## src/rtl/rv32_exec_unit.sv

```systemverilog
// Multi-cycle RV32I decode/execute/writeback unit: instruction handshake, internal register
// file, ALU with optional bit-serial shifter, and a load/store port with byte lanes and timeout.
module rv32_exec_unit #(
    parameter int NREGS        = 32,
    parameter int SERIAL_SHIFT = 0,
    parameter int TIMEOUT      = 0
) (
    input  logic        clk,
    input  logic        rst,
    input  logic [31:0] instr,
    input  logic        instr_valid,
    output logic        instr_ready,
    output logic        mem_req,
    output logic        mem_we,
    output logic [31:0] mem_addr,
    output logic [31:0] mem_wdata,
    output logic [3:0]  mem_wstrb,
    input  logic [31:0] mem_rdata,
    input  logic        mem_ack,
    output logic        wb_en,
    output logic [4:0]  wb_rd,
    output logic [31:0] wb_data,
    output logic        done,
    output logic        illegal
);

    localparam int         AW = $clog2(NREGS);
    localparam logic [5:0] NR = 6'(NREGS);

    typedef enum logic [2:0] {IDLE, EXEC, SHIFT, MEM, WB} state_t;
    state_t state, state_nx;

    logic [31:0] rf [NREGS];
    logic [31:0] ir, res_q, tcnt_q;
    logic [4:0]  cnt_q;
    logic        done_q, ill_q;

    function automatic logic [31:0] alu(input logic [2:0] f3, input logic sub, input logic sra,
                                        input logic [31:0] a, input logic [31:0] b);
        logic signed [31:0] sa, sb, asr;
        sa  = a;
        sb  = b;
        asr = sa >>> b[4:0];
        case (f3)
            3'b000:  alu = sub ? a - b : a + b;
            3'b001:  alu = a << b[4:0];
            3'b010:  alu = {31'd0, sa < sb};
            3'b011:  alu = {31'd0, a < b};
            3'b100:  alu = a ^ b;
            3'b101:  alu = sra ? asr : a >> b[4:0];
            3'b110:  alu = a | b;
            default: alu = a & b;
        endcase
    endfunction

    function automatic logic [31:0] shift1(input logic [2:0] f3, input logic sra, input logic [31:0] x);
        shift1 = (f3 == 3'b001) ? {x[30:0], 1'b0} : {sra & x[31], x[31:1]};
    endfunction

    function automatic logic [31:0] load_ext(input logic [2:0] f3, input logic [1:0] off,
                                             input logic [31:0] d);
        logic [31:0] s;
        s = d >> {off, 3'b000};
        case (f3)
            3'b000:  load_ext = {{24{s[7]}}, s[7:0]};
            3'b001:  load_ext = {{16{s[15]}}, s[15:0]};
            3'b100:  load_ext = {24'd0, s[7:0]};
            3'b101:  load_ext = {16'd0, s[15:0]};
            default: load_ext = d;
        endcase
    endfunction

    logic [6:0]  opc, f7;
    logic [4:0]  rd, rs1, rs2;
    logic [2:0]  f3;
    logic [31:0] imm_i, imm_s, rs1v, rs2v, alu_b, maddr, st_data;
    logic [3:0]  st_strb;
    logic        is_op, is_opi, is_lui, is_ld, is_st, op_ok, opi_ok, ld_ok, st_ok;
    logic        mis, reg_bad, legal, go_shift, mem_to, accept;

    assign opc   = ir[6:0];
    assign rd    = ir[11:7];
    assign f3    = ir[14:12];
    assign rs1   = ir[19:15];
    assign rs2   = ir[24:20];
    assign f7    = ir[31:25];
    assign imm_i = {{20{ir[31]}}, ir[31:20]};
    assign imm_s = {{20{ir[31]}}, ir[31:25], ir[11:7]};

    assign rs1v = (rs1 == 5'd0 || {1'b0, rs1} >= NR) ? '0 : rf[rs1[AW-1:0]];
    assign rs2v = (rs2 == 5'd0 || {1'b0, rs2} >= NR) ? '0 : rf[rs2[AW-1:0]];

    assign is_op  = opc == 7'b0110011;
    assign is_opi = opc == 7'b0010011;
    assign is_lui = opc == 7'b0110111;
    assign is_ld  = opc == 7'b0000011;
    assign is_st  = opc == 7'b0100011;

    assign op_ok  = (f7 == 7'd0) || (f7 == 7'b0100000 && (f3 == 3'b000 || f3 == 3'b101));
    assign opi_ok = (f3 == 3'b001) ? (f7 == 7'd0) :
                    (f3 == 3'b101) ? (f7 == 7'd0 || f7 == 7'b0100000) : 1'b1;
    assign ld_ok  = (f3 != 3'b011) && (f3 != 3'b110) && (f3 != 3'b111);
    assign st_ok  = (f3 == 3'b000) || (f3 == 3'b001) || (f3 == 3'b010);

    assign maddr   = rs1v + (is_st ? imm_s : imm_i);
    assign mis     = (f3[1:0] == 2'b01 && maddr[0]) || (f3[1:0] == 2'b10 && maddr[1:0] != 2'b00);
    // Only register fields the instruction actually uses are range-checked.
    assign reg_bad = ({1'b0, rd}  >= NR && (is_op || is_opi || is_lui || is_ld)) ||
                     ({1'b0, rs1} >= NR && (is_op || is_opi || is_ld || is_st)) ||
                     ({1'b0, rs2} >= NR && (is_op || is_st));
    assign legal   = ((is_op && op_ok) || (is_opi && opi_ok) || is_lui ||
                      (((is_ld && ld_ok) || (is_st && st_ok)) && !mis)) && !reg_bad;

    assign alu_b    = is_op ? rs2v : imm_i;
    assign go_shift = (SERIAL_SHIFT != 0) && (is_op || is_opi) && (f3[1:0] == 2'b01) && (alu_b[4:0] != 5'd0);
    assign mem_to   = (TIMEOUT > 0) && (tcnt_q == 32'(TIMEOUT - 1));
    assign accept   = (state == IDLE) && instr_valid && !done_q;
    assign wb_rd    = rd;
    assign wb_data  = res_q;

    always_comb begin
        st_data = rs2v;
        st_strb = 4'b1111;
        case (f3[1:0])
            2'b00: begin st_data = {4{rs2v[7:0]}};  st_strb = 4'b0001 << maddr[1:0]; end
            2'b01: begin st_data = {2{rs2v[15:0]}}; st_strb = 4'b0011 << maddr[1:0]; end
            default: ;
        endcase
    end

    always_ff @(posedge clk or posedge rst) begin
        if (rst) state <= IDLE;
        else     state <= state_nx;
    end

    always_comb begin
        state_nx    = state;
        instr_ready = 1'b0;
        mem_req     = 1'b0;
        wb_en       = 1'b0;
        done        = done_q;
        illegal     = ill_q;
        case (state)
            IDLE: begin
                instr_ready = !done_q && !rst;
                if (accept) state_nx = EXEC;
            end
            EXEC: begin
                if (!legal) begin
                    done     = 1'b1;
                    illegal  = 1'b1;
                    state_nx = IDLE;
                end else if (is_ld || is_st) state_nx = MEM;
                else if (go_shift)           state_nx = SHIFT;
                else                         state_nx = WB;
            end
            SHIFT: if (cnt_q == 5'd1) state_nx = WB;
            MEM: begin
                mem_req = 1'b1;
                if (mem_ack)     state_nx = is_ld ? WB : IDLE;
                else if (mem_to) state_nx = IDLE;
            end
            WB: begin
                wb_en    = rd != 5'd0;
                done     = 1'b1;
                state_nx = IDLE;
            end
            default: state_nx = IDLE;
        endcase
    end

    // Store completion and timeout are reported one cycle after MEM exits, from IDLE.
    always_ff @(posedge clk or posedge rst) begin
        if (rst) begin
            ir        <= '0;
            res_q     <= '0;
            cnt_q     <= '0;
            tcnt_q    <= '0;
            done_q    <= 1'b0;
            ill_q     <= 1'b0;
            mem_we    <= 1'b0;
            mem_addr  <= '0;
            mem_wdata <= '0;
            mem_wstrb <= '0;
        end else begin
            done_q <= 1'b0;
            ill_q  <= 1'b0;
            case (state)
                IDLE: if (accept) ir <= instr;
                EXEC: begin
                    res_q  <= is_lui ? {ir[31:12], 12'd0} : go_shift ? rs1v : alu(f3, is_op && f7[5], f7[5], rs1v, alu_b);
                    cnt_q  <= alu_b[4:0];
                    tcnt_q <= '0;
                    if (legal && (is_ld || is_st)) begin
                        mem_we    <= is_st;
                        mem_addr  <= maddr;
                        mem_wdata <= st_data;
                        mem_wstrb <= is_st ? st_strb : 4'b0000;
                    end
                end
                SHIFT: begin
                    res_q <= shift1(f3, f7[5], res_q);
                    cnt_q <= cnt_q - 5'd1;
                end
                MEM: begin
                    if (mem_ack) begin
                        if (is_ld) res_q <= load_ext(f3, mem_addr[1:0], mem_rdata);
                        else       done_q <= 1'b1;
                    end else if (mem_to) begin
                        done_q <= 1'b1;
                        ill_q  <= 1'b1;
                    end else begin
                        tcnt_q <= tcnt_q + 32'd1;
                    end
                end
                default: ;
            endcase
        end
    end

    always_ff @(posedge clk or posedge rst) begin
        if (rst) begin
            for (int i = 0; i < NREGS; i++) rf[i] <= '0;
        end else if (state == WB && rd != 5'd0) begin
            rf[rd[AW-1:0]] <= res_q;
        end
    end

endmodule
```

## config.mk

```make
export PLATFORM = sky130hd
export DESIGN_NAME = rv32_exec_unit
export DESIGN_NICKNAME = d
export VERILOG_FILES = /design/src/rtl/rv32_exec_unit.sv
export SDC_FILE = /design/constraint.sdc
export NUM_CORES = 2
export LEC_CHECK = 0
export CAP_MARGIN = 30
export CORE_MARGIN = 3
export CORE_UTILIZATION = 50
export CTS_BUF_LIST = sky130_fd_sc_hd__clkbuf_4 sky130_fd_sc_hd__clkbuf_8
export CTS_CLUSTER_DIAMETER = 40
export DETAILED_ROUTE_END_ITERATION = 10
export GPL_TIMING_DRIVEN = 0
export PLACE_DENSITY = 0.76
export SLEW_MARGIN = 20
export SYNTH_ARGS = -nofsm -noshare
export SYNTH_HDL_FRONTEND = slang
export SYNTH_SLANG_ARGS = --single-unit
```

## constraint.sdc

```tcl
create_clock -name clk -period 77.6 [get_ports clk]
set_clock_uncertainty 0.05 [all_clocks]
set_input_delay 23.28 -clock clk [delete_from_list [all_inputs] [get_ports clk]]
set_output_delay 23.28 -clock clk [all_outputs]
set_load 0.05 [all_outputs]
```

==> run_results.csv <==
group,metric,value,unit
drt,wl_per_cell,43.5,microns
clock_tree,clk_latency,1.05,ns
place,placed_area,79000,sq um
logic_synthesis,yosys-top-cells-count,"1,166 x dfrtp_1, 1,049 x mux2_2, 490 x nand2_1, 438 x mux4_2, 322 x clkbuf_1",
finish,fin_nets,6988,
setup_path,worst_setup_path_start_kind,"input port",
pwr,p_sw,2.06,mW
finish,multi_input_area,40700,sq um
clock_tree,clock-sinks,1166,
global_routing,grt_max_degree,111,
clock_tree,cts_made_buffers,205,
logic_synthesis,syn_nets,6485,
clock_tree,clk_pin_slew,0.05,ns
timing,setup_viol,0,
setup_path,reg2reg_to,"wb_data[26]",
timing,slew_headroom,22.8,%
finish,syn_to_final_growth,15.0,%
floorplan,num_rows,139,
logic_synthesis,yosysTopAreaCell,"dfrtp_1",
setup_path,r2r_start,"ir[17]",
setup_path,critPathMaxStageDelay,0.82,ns
timing,slew_viol_final,0,
finish,drive_above_1_share,33.6,%
floorplan,core-area,144000,sq um
setup_path,path_cells,"clkdlybuf4s50_1 > inv_8 > buf_16 > buf_16 > buf_16 > and3_1 > clkdlybuf4s50_1",
logic_synthesis,synth_seq_area_share,39.9,%
floorplan,ios,179,
setup_path,crit_top_cell,"buf_16",
floorplan,start_util,50.6,%
floorplan,chipWidth,388,microns
timing,fmax,19.8,MHz
pwr,power.density,44.5,nW/um^2
finish,seqCellArea,29200,sq um
pwr,p_seq_share,20.7,%
drt,wirelength,387000,microns
drt,vias_per_cell,7.56,
logic_synthesis,avgSynthCellArea,11.6,sq um
pwr,p_leak,38.3,nW
logic_synthesis,ys_seq_elements,1166,
drt,first_pass_iters,8,
logic_synthesis,synth.area.top_cells,"dfrtp_1 40%, mux2_2 16%, mux4_2 13%",
hold_path,min_from,"rf[1006]",
setup_path,cp_max_fo,104,
timing,timing_hold_violations_final,0,
timing,fin_tns_setup,0,ns
floorplan,dieHeight,388,microns
logic_synthesis,synth_edf_count,0,
clock_tree,cts_setup_buffers,0,
setup_path,cp_top_family,"buffers and inverters",
drt,drt.antenna.violating_nets,0,
finish,final_area,84000,sq um
logic_synthesis,synthesis.instances,6284,
global_routing,grt_usage,50.3,%
run,maxCapViolCount,0,
hold_path,whs_path_depth,1,
drt,num_vias,67300,
place,hpwl,284000,microns
pwr,ir_drop,30.9,uV
timing,rsz0062_at_grt,"no",
global_routing,antenna_found_initial,37,
clock_tree,cts_resized,0,
setup_path,crit_type,"in -> out",
timing,whs,0.435,ns
global_routing,grt_pass1_wl,525000,microns
place,gp_congestion,1.12,
setup_path,rrSetupSlack,67.50,ns
timing,fin_crit,50.40,ns
setup_path,end_kind,"primary output",
global_routing,grt_pass1_vias,64400,
drt,drc,0,
pwr,pwr-share-comb,61.2,%
outcome,status,"finished clean",
logic_synthesis,ys.flop_type,"dfrtp_1",
pwr,p_sw_share,55.2,%
logic_synthesis,ys_async_sr_fraction,100,%
floorplan,dieArea,151000,sq um
clock_tree,htreeDepth,4,
clock_tree,hold_buffers,0,
setup_path,cp.arrival,27.07,ns
finish,finalNonFillerCells,8894,
global_routing,overflow,0,
clock_tree,clockBufferDepth,3,
place,portBuffers,178,
timing,tightest_slew,1.16,ns
pwr,internal_power,1.67,mW
setup_path,worst-path-buf-inv,6,
logic_synthesis,yosysMostFrequentCell,"dfrtp_1",
logic_synthesis,syn_area,73100,sq um
clock_tree,cts_tree,"done",
setup_path,cp_slowest_cell,"clkdlybuf4s50_1",
logic_synthesis,synth.top_cell.area_share,39.9,%
setup_path,rr_worst_depth,21,
finish,final.fill_count,11900,
logic_synthesis,ys.warnings.count,0,
setup_path,worstPathRequired,54.27,ns
clock_tree,root_buffer,"clkbuf_8",
pwr,power,3.74,mW
pwr,clkPwrFrac,18.1,%
timing,min_period_over_period,64.9,%
place,place_inst,8474,
hold_path,whs_endpoint,"rf[1006]",
logic_synthesis,synth.lib_cells_used.distinct,118,
drt,first_iter_violations,11400,
hold_path,hold_path_class,"reg -> reg",
==> cell families (layout without fill, tap and decap cells) <==
family / Yosys count / count (layout) / synth area share, %
flops: 1166 / 1166 / 39.9
fa+ha+maj: 133 / 133 / 2.31
simple gates: 1169 / 1169 / 7.45
buf+inv: 743 / 1418 / 4.57
other cells: 0 / 32 / 0
mux: 1776 / 1776 / 33.9
compound gates: 1253 / 1253 / 11.4
xor+xnor: 44 / 44 / 0.527
==> stage by stage <==
step | utilization [%] | worst slack, ns
2_1_floorplan | - | 4.08
3_3_place_gp | 53.5 | -6.52
3_5_place_dp | 54.7 | 27.22
4_1_cts | 58.1 | 27.21
5_1_grt | 58.1 | 26.98
6_report | 58.2 | 27.20
==> layout by cell type (no fill, tap or decap), types with 59 or more instances in the layout <==
master and count:
mux2i_1 278, o211ai_1 59, dfrtp_1 1166, clkdlybuf4s50_1 178
mux2_2 1049, ha_1 130, clkbuf_4 64, buf_1 70
buf_6 75, a31oi_1 59, a22oi_1 140, inv_1 118
mux4_2 438, clkbuf_1 285, clkbuf_8 251, a21oi_1 274
o21ai_0 270, nor2_1 208, nand3_1 153, buf_2 159
nand2_1 490
==> per-layer routing <==
| layer | vias up | track usage [%] | part of all wire [%] |
|---|---|---|---|
| met5 | - | 1.98 | 0.13 |
| met3 | 2111 | 24.8 | 16 |
| met1 | 33500 | 59.9 | 34 |
| met4 | 22 | 41.8 | 11 |
| met2 | 6750 | 67.7 | 39 |
| li1 | 24800 | - | - |
==> worst max-delay path by stage <==
stage / slack (ns) / end / cells past startpoint / start
after floorplan: 4.08 / instr_ready / 2 / rst
after global placement: -6.52 / instr_ready / 4 / rst
after detailed placement: 27.22 / instr_ready / 7 / rst
after CTS: 27.21 / instr_ready / 7 / rst
after global routing: 26.98 / instr_ready / 7 / rst
final: 27.20 / instr_ready / 7 / rst
==> state kept, by name (all words and copies together) (netlist names) <==
signal,cells
mem_wdata,32
mem_wstrb,4
wb_data,32
ir,32
done_q,1
mem_we,1
cnt_q,5
mem_addr,32
state,3
rf,1024
==> power groups by stage <==
stage                     clock network, mW  logic, mW  registers, mW
after detailed placement                  0       2.11          0.774
after floorplan                           0       1.14          0.747
final                                 0.677       2.29          0.775
after CTS                             0.668       2.12          0.763
after global routing                  0.697       2.28          0.772
after global placement                    0       2.06          0.773
==> final cells by class <==
class	count	share of cell area (%)
Multi-Input combinational cell	4375	48.5
Sequential cell	1166	34.7
Clock buffer	310	4.63
Timing Repair Buffer	296	3.97
Buffer	615	3.53
Tap cell	1903	2.83
Clock inverter	69	1.14
Inverter	128	0.584
Antenna cell	32	0.0953
(Power assumes the default switching activity.)
